**config.mk**
```make
export PLATFORM = sky130hd
export DESIGN_NAME = eth_fcs_append
export DESIGN_NICKNAME = d
export VERILOG_FILES = /design/src/rtl/eth_fcs_pkg.sv /design/src/rtl/eth_fcs_append_crc32_byte_step.sv /design/src/rtl/eth_fcs_append.sv
export SDC_FILE = /design/constraint.sdc
export NUM_CORES = 1
export LEC_CHECK = 0
export BUFFER_PORTS_ARGS = -buffer_cell sky130_fd_sc_hd__buf_2
export CAP_MARGIN = 20
export CORE_MARGIN = 4
export CORE_UTILIZATION = 40
export CTS_CLUSTER_DIAMETER = 60
export DETAILED_ROUTE_END_ITERATION = 6
export HOLD_SLACK_MARGIN = 0.06
export PLACE_DENSITY = 0.56
export SKIP_CTS_REPAIR_TIMING = 1
export SLEW_MARGIN = 30
export SYNTH_ARGS = -nofsm -noshare
export SYNTH_HDL_FRONTEND = slang
export SYNTH_SLANG_ARGS = --single-unit
export TNS_END_PERCENT = 5
```
**constraint.sdc**
```tcl
create_clock -name clk -period 2.9 [get_ports clk]
set_clock_uncertainty 0.1 [all_clocks]
set_input_delay 0.87 -clock clk [delete_from_list [all_inputs] [get_ports clk]]
set_output_delay 0.87 -clock clk [all_outputs]
set_load 0.1 [all_outputs]
```
**src/rtl/eth_fcs_pkg.sv**
```systemverilog
`default_nettype none
// ============================================================================
// Module      : eth_fcs_pkg
// Description : Shared constants, state encoding and helpers for the Ethernet
//               FCS append stage and the receive-side checker.
// Revision    : 1.0 - initial release
// ============================================================================
package eth_fcs_pkg;

  // Reflected CRC-32 polynomial (normal form 0x04C11DB7)
  localparam logic [31:0] CRC_POLY_REFL = 32'hEDB88320;
  // CRC register seed at the start of every frame
  localparam logic [31:0] CRC_INIT      = 32'hFFFFFFFF;
  // Register value left after running a frame plus its FCS through the CRC
  localparam logic [31:0] CRC_RESIDUE   = 32'hDEBB20E3;

  // Minimum covered byte count (destination address through payload)
  localparam int DEFAULT_MIN_LEN = 60;

  // Frame sequencer states
  typedef enum logic [2:0] {
    ST_IDLE  = 3'd0,
    ST_SKIP  = 3'd1,
    ST_DATA  = 3'd2,
    ST_PAD   = 3'd3,
    ST_FCS   = 3'd4,
    ST_DRAIN = 3'd5
  } state_t;

  // FCS byte idx (0 = first on the wire) from the running CRC register.
  // The FCS is the complemented register sent low byte first.
  function automatic logic [7:0] fcs_byte(input logic [31:0] crc,
                                          input logic [1:0]  idx);
    logic [31:0] w_fcs;
    w_fcs = ~crc;
    case (idx)
      2'd0:    fcs_byte = w_fcs[7:0];
      2'd1:    fcs_byte = w_fcs[15:8];
      2'd2:    fcs_byte = w_fcs[23:16];
      default: fcs_byte = w_fcs[31:24];
    endcase
  endfunction

endpackage : eth_fcs_pkg
`default_nettype wire

```
**src/rtl/eth_fcs_append_crc32_byte_step.sv**
```systemverilog
`default_nettype none
// ============================================================================
// Module      : crc32_byte_step
// Description : Combinational CRC-32 advance by one byte (reflected algorithm,
//               byte consumed LSB first). No init or final inversion here.
// Revision    : 1.0 - initial release
// ============================================================================
module crc32_byte_step
  import eth_fcs_pkg::*;
(
  input  logic [31:0] crc_in,
  input  logic [7:0]  byte_in,
  output logic [31:0] crc_out
);

  logic [31:0] w_crc;
  logic        w_fb;

  // Eight serial LFSR shifts unrolled into one combinational step
  always_comb begin
    w_crc = crc_in;
    w_fb  = 1'b0;
    for (int i = 0; i < 8; i++) begin
      w_fb  = w_crc[0] ^ byte_in[i];
      w_crc = (w_crc >> 1) ^ (w_fb ? CRC_POLY_REFL : 32'h0000_0000);
    end
    crc_out = w_crc;
  end

endmodule : crc32_byte_step
`default_nettype wire

```
**src/rtl/eth_fcs_append.sv**
```systemverilog
`default_nettype none
// ============================================================================
// Module      : eth_fcs_append
// Description : Passes a strobed byte stream through with one cycle of
//               latency, computes the Ethernet FCS over the covered bytes and
//               appends the 4 FCS bytes directly after the last input byte.
//               Optional macro ETH_MIN_PAD_EN: zero-pad short frames up to
//               MIN_LEN covered bytes before the FCS (pad is CRC-covered).
// Revision    : 1.0 - initial release
// ============================================================================
module eth_fcs_append
  import eth_fcs_pkg::*;
#(
  parameter int PRE_SKIP = 8,
  parameter int MIN_LEN  = DEFAULT_MIN_LEN
)(
  input  logic       clk,
  input  logic       rst_n,
  input  logic [7:0] idata,
  input  logic       istrobe,
  output logic [7:0] odata,
  output logic       ostrobe,
  output logic       ofcs,
  output logic       busy,
  output logic       frame_err
);

  // Skip counter holds 1..PRE_SKIP-1 while in SKIP
  localparam int c_SKIP_W = (PRE_SKIP > 1) ? $clog2(PRE_SKIP) : 1;
  localparam logic [c_SKIP_W-1:0] c_SKIP_ONE  = c_SKIP_W'(1);
  localparam logic [c_SKIP_W-1:0] c_SKIP_LAST = c_SKIP_W'(PRE_SKIP - 1);
  localparam logic [10:0]         c_CNT_MAX   = 11'h7FF;
`ifdef ETH_MIN_PAD_EN
  localparam logic [10:0]         c_MIN_LEN   = 11'(MIN_LEN);
`endif

  state_t              r_state;
  logic [31:0]         r_crc;
  logic [10:0]         r_count;
  logic [c_SKIP_W-1:0] r_skip_cnt;
  logic [1:0]          r_fcs_idx;
  logic                r_viol;     // violation already flagged this frame
  logic                r_started;  // first clock after reset has passed

  logic [7:0]          w_step_byte;
  logic [31:0]         w_crc_next;
  logic [10:0]         w_count_inc;

  // Pad bytes (and the pad byte issued on the falling strobe) feed zeros
  always_comb begin
    w_step_byte = idata;
    if (r_state == ST_PAD || !istrobe) begin
      w_step_byte = 8'h00;
    end
  end

  // Covered byte counter saturates instead of wrapping
  always_comb begin
    w_count_inc = (r_count == c_CNT_MAX) ? r_count : r_count + 11'd1;
  end

  crc32_byte_step u_crc_step (
    .crc_in  (r_crc),
    .byte_in (w_step_byte),
    .crc_out (w_crc_next)
  );

  // Frame sequencer with registered outputs
  always_ff @(posedge clk or negedge rst_n) begin
    if (!rst_n) begin
      odata      <= 8'h00;
      ostrobe    <= 1'b0;
      ofcs       <= 1'b0;
      busy       <= 1'b0;
      frame_err  <= 1'b0;
      r_state    <= ST_IDLE;
      r_crc      <= CRC_INIT;
      r_count    <= 11'd0;
      r_skip_cnt <= '0;
      r_fcs_idx  <= 2'd0;
      r_viol     <= 1'b0;
      r_started  <= 1'b0;
    end else begin
      odata     <= 8'h00;
      ostrobe   <= 1'b0;
      ofcs      <= 1'b0;
      busy      <= 1'b0;
      frame_err <= 1'b0;

      case (r_state)
        ST_IDLE: begin
          r_started <= 1'b1;
          if (istrobe) begin
            if (!r_started) begin
              // Strobe already high when reset released: never emit a partial frame
              r_state <= ST_DRAIN;
            end else begin
              odata     <= idata;
              ostrobe   <= 1'b1;
              busy      <= 1'b1;
              r_viol    <= 1'b0;
              r_fcs_idx <= 2'd0;
              if (PRE_SKIP == 0) begin
                r_crc   <= w_crc_next;
                r_count <= 11'd1;
                r_state <= ST_DATA;
              end else if (PRE_SKIP == 1) begin
                r_count <= 11'd0;
                r_state <= ST_DATA;
              end else begin
                r_count    <= 11'd0;
                r_skip_cnt <= c_SKIP_ONE;
                r_state    <= ST_SKIP;
              end
            end
          end
        end

        ST_SKIP: begin
          if (istrobe) begin
            odata      <= idata;
            ostrobe    <= 1'b1;
            busy       <= 1'b1;
            r_skip_cnt <= r_skip_cnt + c_SKIP_ONE;
            if (r_skip_cnt == c_SKIP_LAST) begin
              r_state <= ST_DATA;
            end
          end else begin
            // Frame ended inside the preamble: drop it, no FCS
            frame_err <= 1'b1;
            r_state   <= ST_IDLE;
          end
        end

        ST_DATA: begin
          ostrobe <= 1'b1;
          busy    <= 1'b1;
          if (istrobe) begin
            odata   <= idata;
            r_crc   <= w_crc_next;
            r_count <= w_count_inc;
          end else begin
`ifdef ETH_MIN_PAD_EN
            if (r_count < c_MIN_LEN) begin
              // First pad byte goes out in the slot the FCS would otherwise take
              r_crc   <= w_crc_next;
              r_count <= w_count_inc;
              r_state <= ST_PAD;
            end else begin
              odata     <= fcs_byte(r_crc, 2'd0);
              ofcs      <= 1'b1;
              r_fcs_idx <= 2'd1;
              r_state   <= ST_FCS;
            end
`else
            odata     <= fcs_byte(r_crc, 2'd0);
            ofcs      <= 1'b1;
            r_fcs_idx <= 2'd1;
            r_state   <= ST_FCS;
`endif
          end
        end

`ifdef ETH_MIN_PAD_EN
        ST_PAD: begin
          ostrobe <= 1'b1;
          busy    <= 1'b1;
          if (istrobe && !r_viol) begin
            frame_err <= 1'b1;
            r_viol    <= 1'b1;
          end
          if (r_count < c_MIN_LEN) begin
            r_crc   <= w_crc_next;
            r_count <= w_count_inc;
          end else begin
            odata     <= fcs_byte(r_crc, 2'd0);
            ofcs      <= 1'b1;
            r_fcs_idx <= 2'd1;
            r_state   <= ST_FCS;
          end
        end
`endif

        ST_FCS: begin
          odata   <= fcs_byte(r_crc, r_fcs_idx);
          ofcs    <= 1'b1;
          ostrobe <= 1'b1;
          busy    <= 1'b1;
          if (istrobe && !r_viol) begin
            frame_err <= 1'b1;
            r_viol    <= 1'b1;
          end
          if (r_fcs_idx == 2'd3) begin
            // Reseed now so a frame starting next cycle sees a clean CRC
            r_crc     <= CRC_INIT;
            r_count   <= 11'd0;
            r_fcs_idx <= 2'd0;
            r_state   <= istrobe ? ST_DRAIN : ST_IDLE;
          end else begin
            r_fcs_idx <= r_fcs_idx + 2'd1;
          end
        end

        ST_DRAIN: begin
          r_crc   <= CRC_INIT;
          r_count <= 11'd0;
          if (!istrobe) begin
            r_state <= ST_IDLE;
          end
        end

        default: begin
          r_crc   <= CRC_INIT;
          r_count <= 11'd0;
          r_state <= ST_IDLE;
        end
      endcase
    end
  end

endmodule : eth_fcs_append
`default_nettype wire

```
# Yosys cells after proc, flatten, opt, wreduce, memory -nomap -nowiden
# Index checks and enable logic that the tools add are counted.
# W data, S select, Z words.
[totals]
reg_bits = 53
latch_bits = 0
ram_bits = 0
romBits = 0
inputBits = 11
output_inout_bits = 12
word_cells = 112
mem_count = 0
[classes]
add_sub_neg = 2
n_mul = 0
div_mod_pow = 0
magnitude_cmp = 0
eq_ne = 18
n_shift = 0
n_mux = 48
bitwise = 18
reduce_logical = 16
[ops]
columns = ["cell", "n"]
rows = [
  ["$mux W32", 10],
  ["$xor A31 B32 Y32", 8],
  ["$pmux W32 S3", 1],
  ["$mux W8", 5],
  ["$mux W3", 11],
  ["$not A32 Y32", 1],
  ["$pmux W8 S4", 1],
  ["$pmux W8 S3", 1],
  ["$ne A2 B2 Y1 const B", 8],
  ["$pmux W3 S5", 1],
  ["$reduce_and A4 Y1", 3],
  ["$eq A3 B3 Y1 const B", 3],
  ["$mux W1", 8],
  ["$mux W2", 4],
  ["$xor A1 B1 Y1", 8],
  ["$eq A3 B2 Y1 const B", 2],
  ["$pmux W1 S2", 3],
  ["$pmux W2 S3", 1],
  ["$pmux W3 S2", 1],
  ["$reduce_and A5 Y1", 1],
  ["$eq A2 B2 Y1 const B", 2],
  ["$reduce_bool A2 Y1", 2],
  ["$reduce_or A2 Y1", 2],
  ["$add A3 B1 Y3 const B", 1],
  ["other kinds (13)", 14],
]

# Longest topological paths before layout
[logic_depth]
word_depth = 29
depth_mapped = 7
depth_no_buf = 6

# Modules after synthesis
# Synthesis repeated with hierarchy kept, for this count alone.
[hier_totals]
hier_cells = 313
hier_area_um2 = 3594.7
[by_module_without_submodules]
columns = ["mod", "n_inst", "cells_each", "area_each_um2", "seq_area_each_um2"]
rows = [
  ["eth_fcs_append", 1, 244, 2596.2, 1366.3],
  ["crc32_byte_step", 1, 69, 998.5, 0.0],
]

# Worst setup path after synthesis
# No wires, ideal clock.
[synth_timing]
path_kind = "input-to-reg"
startpoint = "input istrobe"
endpoint = "register r_crc[7]"
t_arrival_ps = 2398
slack_ps = 342
stages = 7
n_path_buf = 1
cell_sequence = "buf_2 -> nor2b_1 -> a311oi_4 -> xnor2_2 -> xor2_1 -> xor2_1 -> o22a_1"
[synth_between]
elab_chain_len = 17
[synth_rtl]
columns = ["item", "line_no", "text"]
rows = [
  ["start: declaration", "eth_fcs_append.sv:20", "input logic istrobe,"],
  ["$logic_not A1 Y1", "n/a", ""],
  ["$logic_or A1 B1 Y1", "eth_fcs_append.sv:52", "if (r_state == ST_PAD || !istrobe) begin"],
  ["$mux W8", "eth_fcs_append.sv:52", ""],
  ["$xor A1 B1 Y1", "eth_fcs_append_crc32_byte_step.sv:24", "w_fb = w_crc[0] ^ byte_in[i];"],
  ["$mux W32", "eth_fcs_append_crc32_byte_step.sv:25", "w_crc = (w_crc >> 1) ^ (w_fb ? CRC_POLY_REFL : 32'h0000_0000);"],
  ["$xor A31 B32 Y32 (6 in series)", "eth_fcs_append_crc32_byte_step.sv:25", ""],
  ["$xor A1 B1 Y1", "eth_fcs_append_crc32_byte_step.sv:24", ""],
  ["$mux W32", "eth_fcs_append_crc32_byte_step.sv:25", ""],
  ["$xor A31 B32 Y32 (2 in series)", "eth_fcs_append_crc32_byte_step.sv:25", ""],
  ["$mux W32", "eth_fcs_append.sv:138", "if (istrobe) begin"],
  ["$pmux W32 S3", "eth_fcs_append.sv:90", "case (r_state)"],
  ["end signal: assignment", "eth_fcs_append.sv:104", "r_crc <= w_crc_next;"],
  ["end signal: assignment", "eth_fcs_append.sv:140", "r_crc <= w_crc_next;"],
  ["end: declaration", "eth_fcs_append.sv:38", "logic [31:0] r_crc;"],
]
# Parallel ways exist; a longest one is shown, timed or not. The select of a mux whose other input is x is not followed.
# A chain may end at the register's enable or synchronous reset.

# Worst setup path after layout
[layout_timing]
startpoint = "input istrobe"
endpoint = "register r_crc[25]"
# The elaborated chain is that of the path after synthesis.

==> results.toml <==
[run_status]
outcome = "finished, final reports clean"

[layout]
fillers = 788
final_area_sq_um = 3900
antenna_cells = 0
register_area_sq_um = 1370
area_delta_synth_final_pct = 12.8
final_cells = 483
final_util_pct = 47.0
drive_gt1_share_pct = 28.6
fin_nets = 394
multi_input_area_sq_um = 1980

[timing]
slew_violations = 0
worstMarginPinSlew_ns = 0.750
rsz0062_at_grt = "false"
period_share_pct = 89.4
max-slew-margin-rel_pct = 50.0
tns_ns = 0
fin_hold_ws_ns = 0.405
max_freq_mhz = 386
worst_slack_ns = 0.307
final-setup-viol-count = 0
final.min_clock_period_ns = 2.59
hold_viol = 0

[detailed_routing]
drt-initial-drc-count = 119
vias = 2591
drt_drc_violations_left = 0
routed_wl_um = 8770
wire_per_inst_um = 18.1
ant_nets = 0
firstDrtPassIters = 4
vias_per_cell = 5.36

[floorplan]
coreArea_sq_um = 8300
die_h_um = 101
fp-row-count = 33
num_io_pins = 23
die_area_sq_um = 10200
die_x_um = 101
initial_utilization_pct = 41.7

[yosys]
yosys-top-cells-area = "dfstp_2 (24%), dfrtp_1 (15%), xnor2_1 (7.3%)"
synth_top_area_cell = "dfstp_2"
avgSynthCellArea_sq_um = 10.1
synthArstFlopShare_pct = 100
synth_top_area_share_pct = 24.3
yosysSeqAreaShare_pct = 39.5
ys_ff_latch = 53
ys_types = 40
synth-main-ff-cell = "dfstp_2"
synth_edf_count = 0
syn_area_sq_um = 3460
ys_warn_count = 0
postSynthCellCount = 342
synth.net_count = 359

[pwr]
ir_drop_v = 0.000374
power_mw = 3.56
power_density_nw_per_um2 = 914
power_leakage_nw = 1.55

[placement]
dpl.cell_count = 475
io_buffers = 22
place_ws_ns = 0.0128
placedInstanceArea_sq_um = 3810
place_hpwl_um = 6240
gp_congestion = 0.807

[clocking]
root_buffer = "clkbuf_8"
clock-sinks = 53
worstSkewPairLatency_ns = 0.31
cts_tree = "yes"
cts_buffers = 5
clockBufferDepth = 2
path_clk_slew_ns = 0.09
cts_max_level = 2

[global_routing]
grt_usage_pct = 18.2
grt_pass1_wl_um = 14400
antenna_found_initial = 0
overflow = 0
first_global_vias = 2573
grt_max_degree = 34

[critical_path]
worstPathMaxFanout = 21
worst_setup_path_start_kind = "primary input"
cp.arrival_ns = 2.73
critical_path_class = "primary input to register"
cp.required_ns = 3.04
end_kind = "register"

[flow_run]
maxCapViolations = 0

[min_path]
min_path_type = "register to register"
-- where the power goes --
| part | switching [mW] | internal (mW) | total, mW |
|---|---|---|---|
| Combinational | 0.980 | 0.915 | 1.90 |
| Sequential | 0.205 | 1.02 | 1.23 |
| Clock | 0.250 | 0.190 | 0.440 |
-- Yosys cell counts (6+ instances only) --
library cell,count
nor2b_1,14
dfrtp_1,21
inv_1,6
dfstp_2,32
a21boi_0,8
xnor2_2,10
nand2b_1,9
ha_1,6
nand2_1,22
nor2_1,38
o221ai_1,12
and4b_1,8
xor2_1,23
a311oi_4,8
o21ai_0,8
xnor2_1,29
a21oi_1,33
clkbuf_1,14
-- flip-flops by register name, indices dropped and copies added (netlist names) --
name and cells:
busy 1, frame_err 1, odata 8, ofcs 1, r_crc 32, r_fcs_idx 2
r_skip_cnt 3, r_started 1, r_state 3, r_viol 1
-- placed cells by master (no fill, tap or decap), drive strengths merged, types with 4 or more instances in the layout --
cell    count
xnor2      39
o31ai       4
and4b       8
dfrtp      21
inv         6
ha          6
buf        49
nor2b      14
xor2       23
dfstp      32
o21ai       8
a21boi      8
nand2      22
o221ai     12
a21oi      33
nor2       38
clkbuf      6
o22ai       5
a311oi      8
nand2b      9
-- cells by family after synthesis --
kind of cell / synth area share (%)
buf+inv: 3.36
xor+xnor: 17.9
simple gates: 14.6
compound gates: 22.2
flops: 39.5
mux: 0.326
fa+ha+maj: 2.17
-- final timing paths --
| path | cells past startpoint | to | from | slack [ns] |
|---|---|---|---|---|
| max in group asynchronous | 2 | r_crc[20] | rst_n | 1.45 |
| hold reg to reg | 1 | r_skip_cnt[0] | r_skip_cnt[0] | 0.41 |
| min in group asynchronous | 1 | r_skip_cnt[1] | rst_n | 0.52 |
| setup reg to reg | 8 | r_crc[25] | r_state[0] | 0.43 |
| hold / removal | 1 | r_skip_cnt[0] | r_skip_cnt[0] | 0.41 |
| setup / recovery | 8 | r_crc[25] | istrobe | 0.31 |
-- per-layer routing --
layer,part of all wire (%),up-vias,track usage (%)
met2,44,46,27.1
met4,0.65,0,3.89
met3,3.6,4,2.70
met5,0,-,0
li1,-,1267,-
met1,52,1274,27.7
-- layout make-up --
cell class              count  area share (%)
clock buffers               6            2.12
clock inverters             2           0.225
inverters                   6           0.577
multi-input cells         262            50.7
flip-flops and latches     53            35.0
well taps                 105            3.37
repair buffers             49            8.02
-- critical path, cell delays in order --
cell      delay (ns)
buf_2           0.28
a21boi_0        0.21
a311oi_4        0.52
xnor2_2         0.17
buf_4           0.20
xor2_1          0.19
xnor2_1         0.11
a21oi_1         0.17
(Power assumes the default switching activity.)
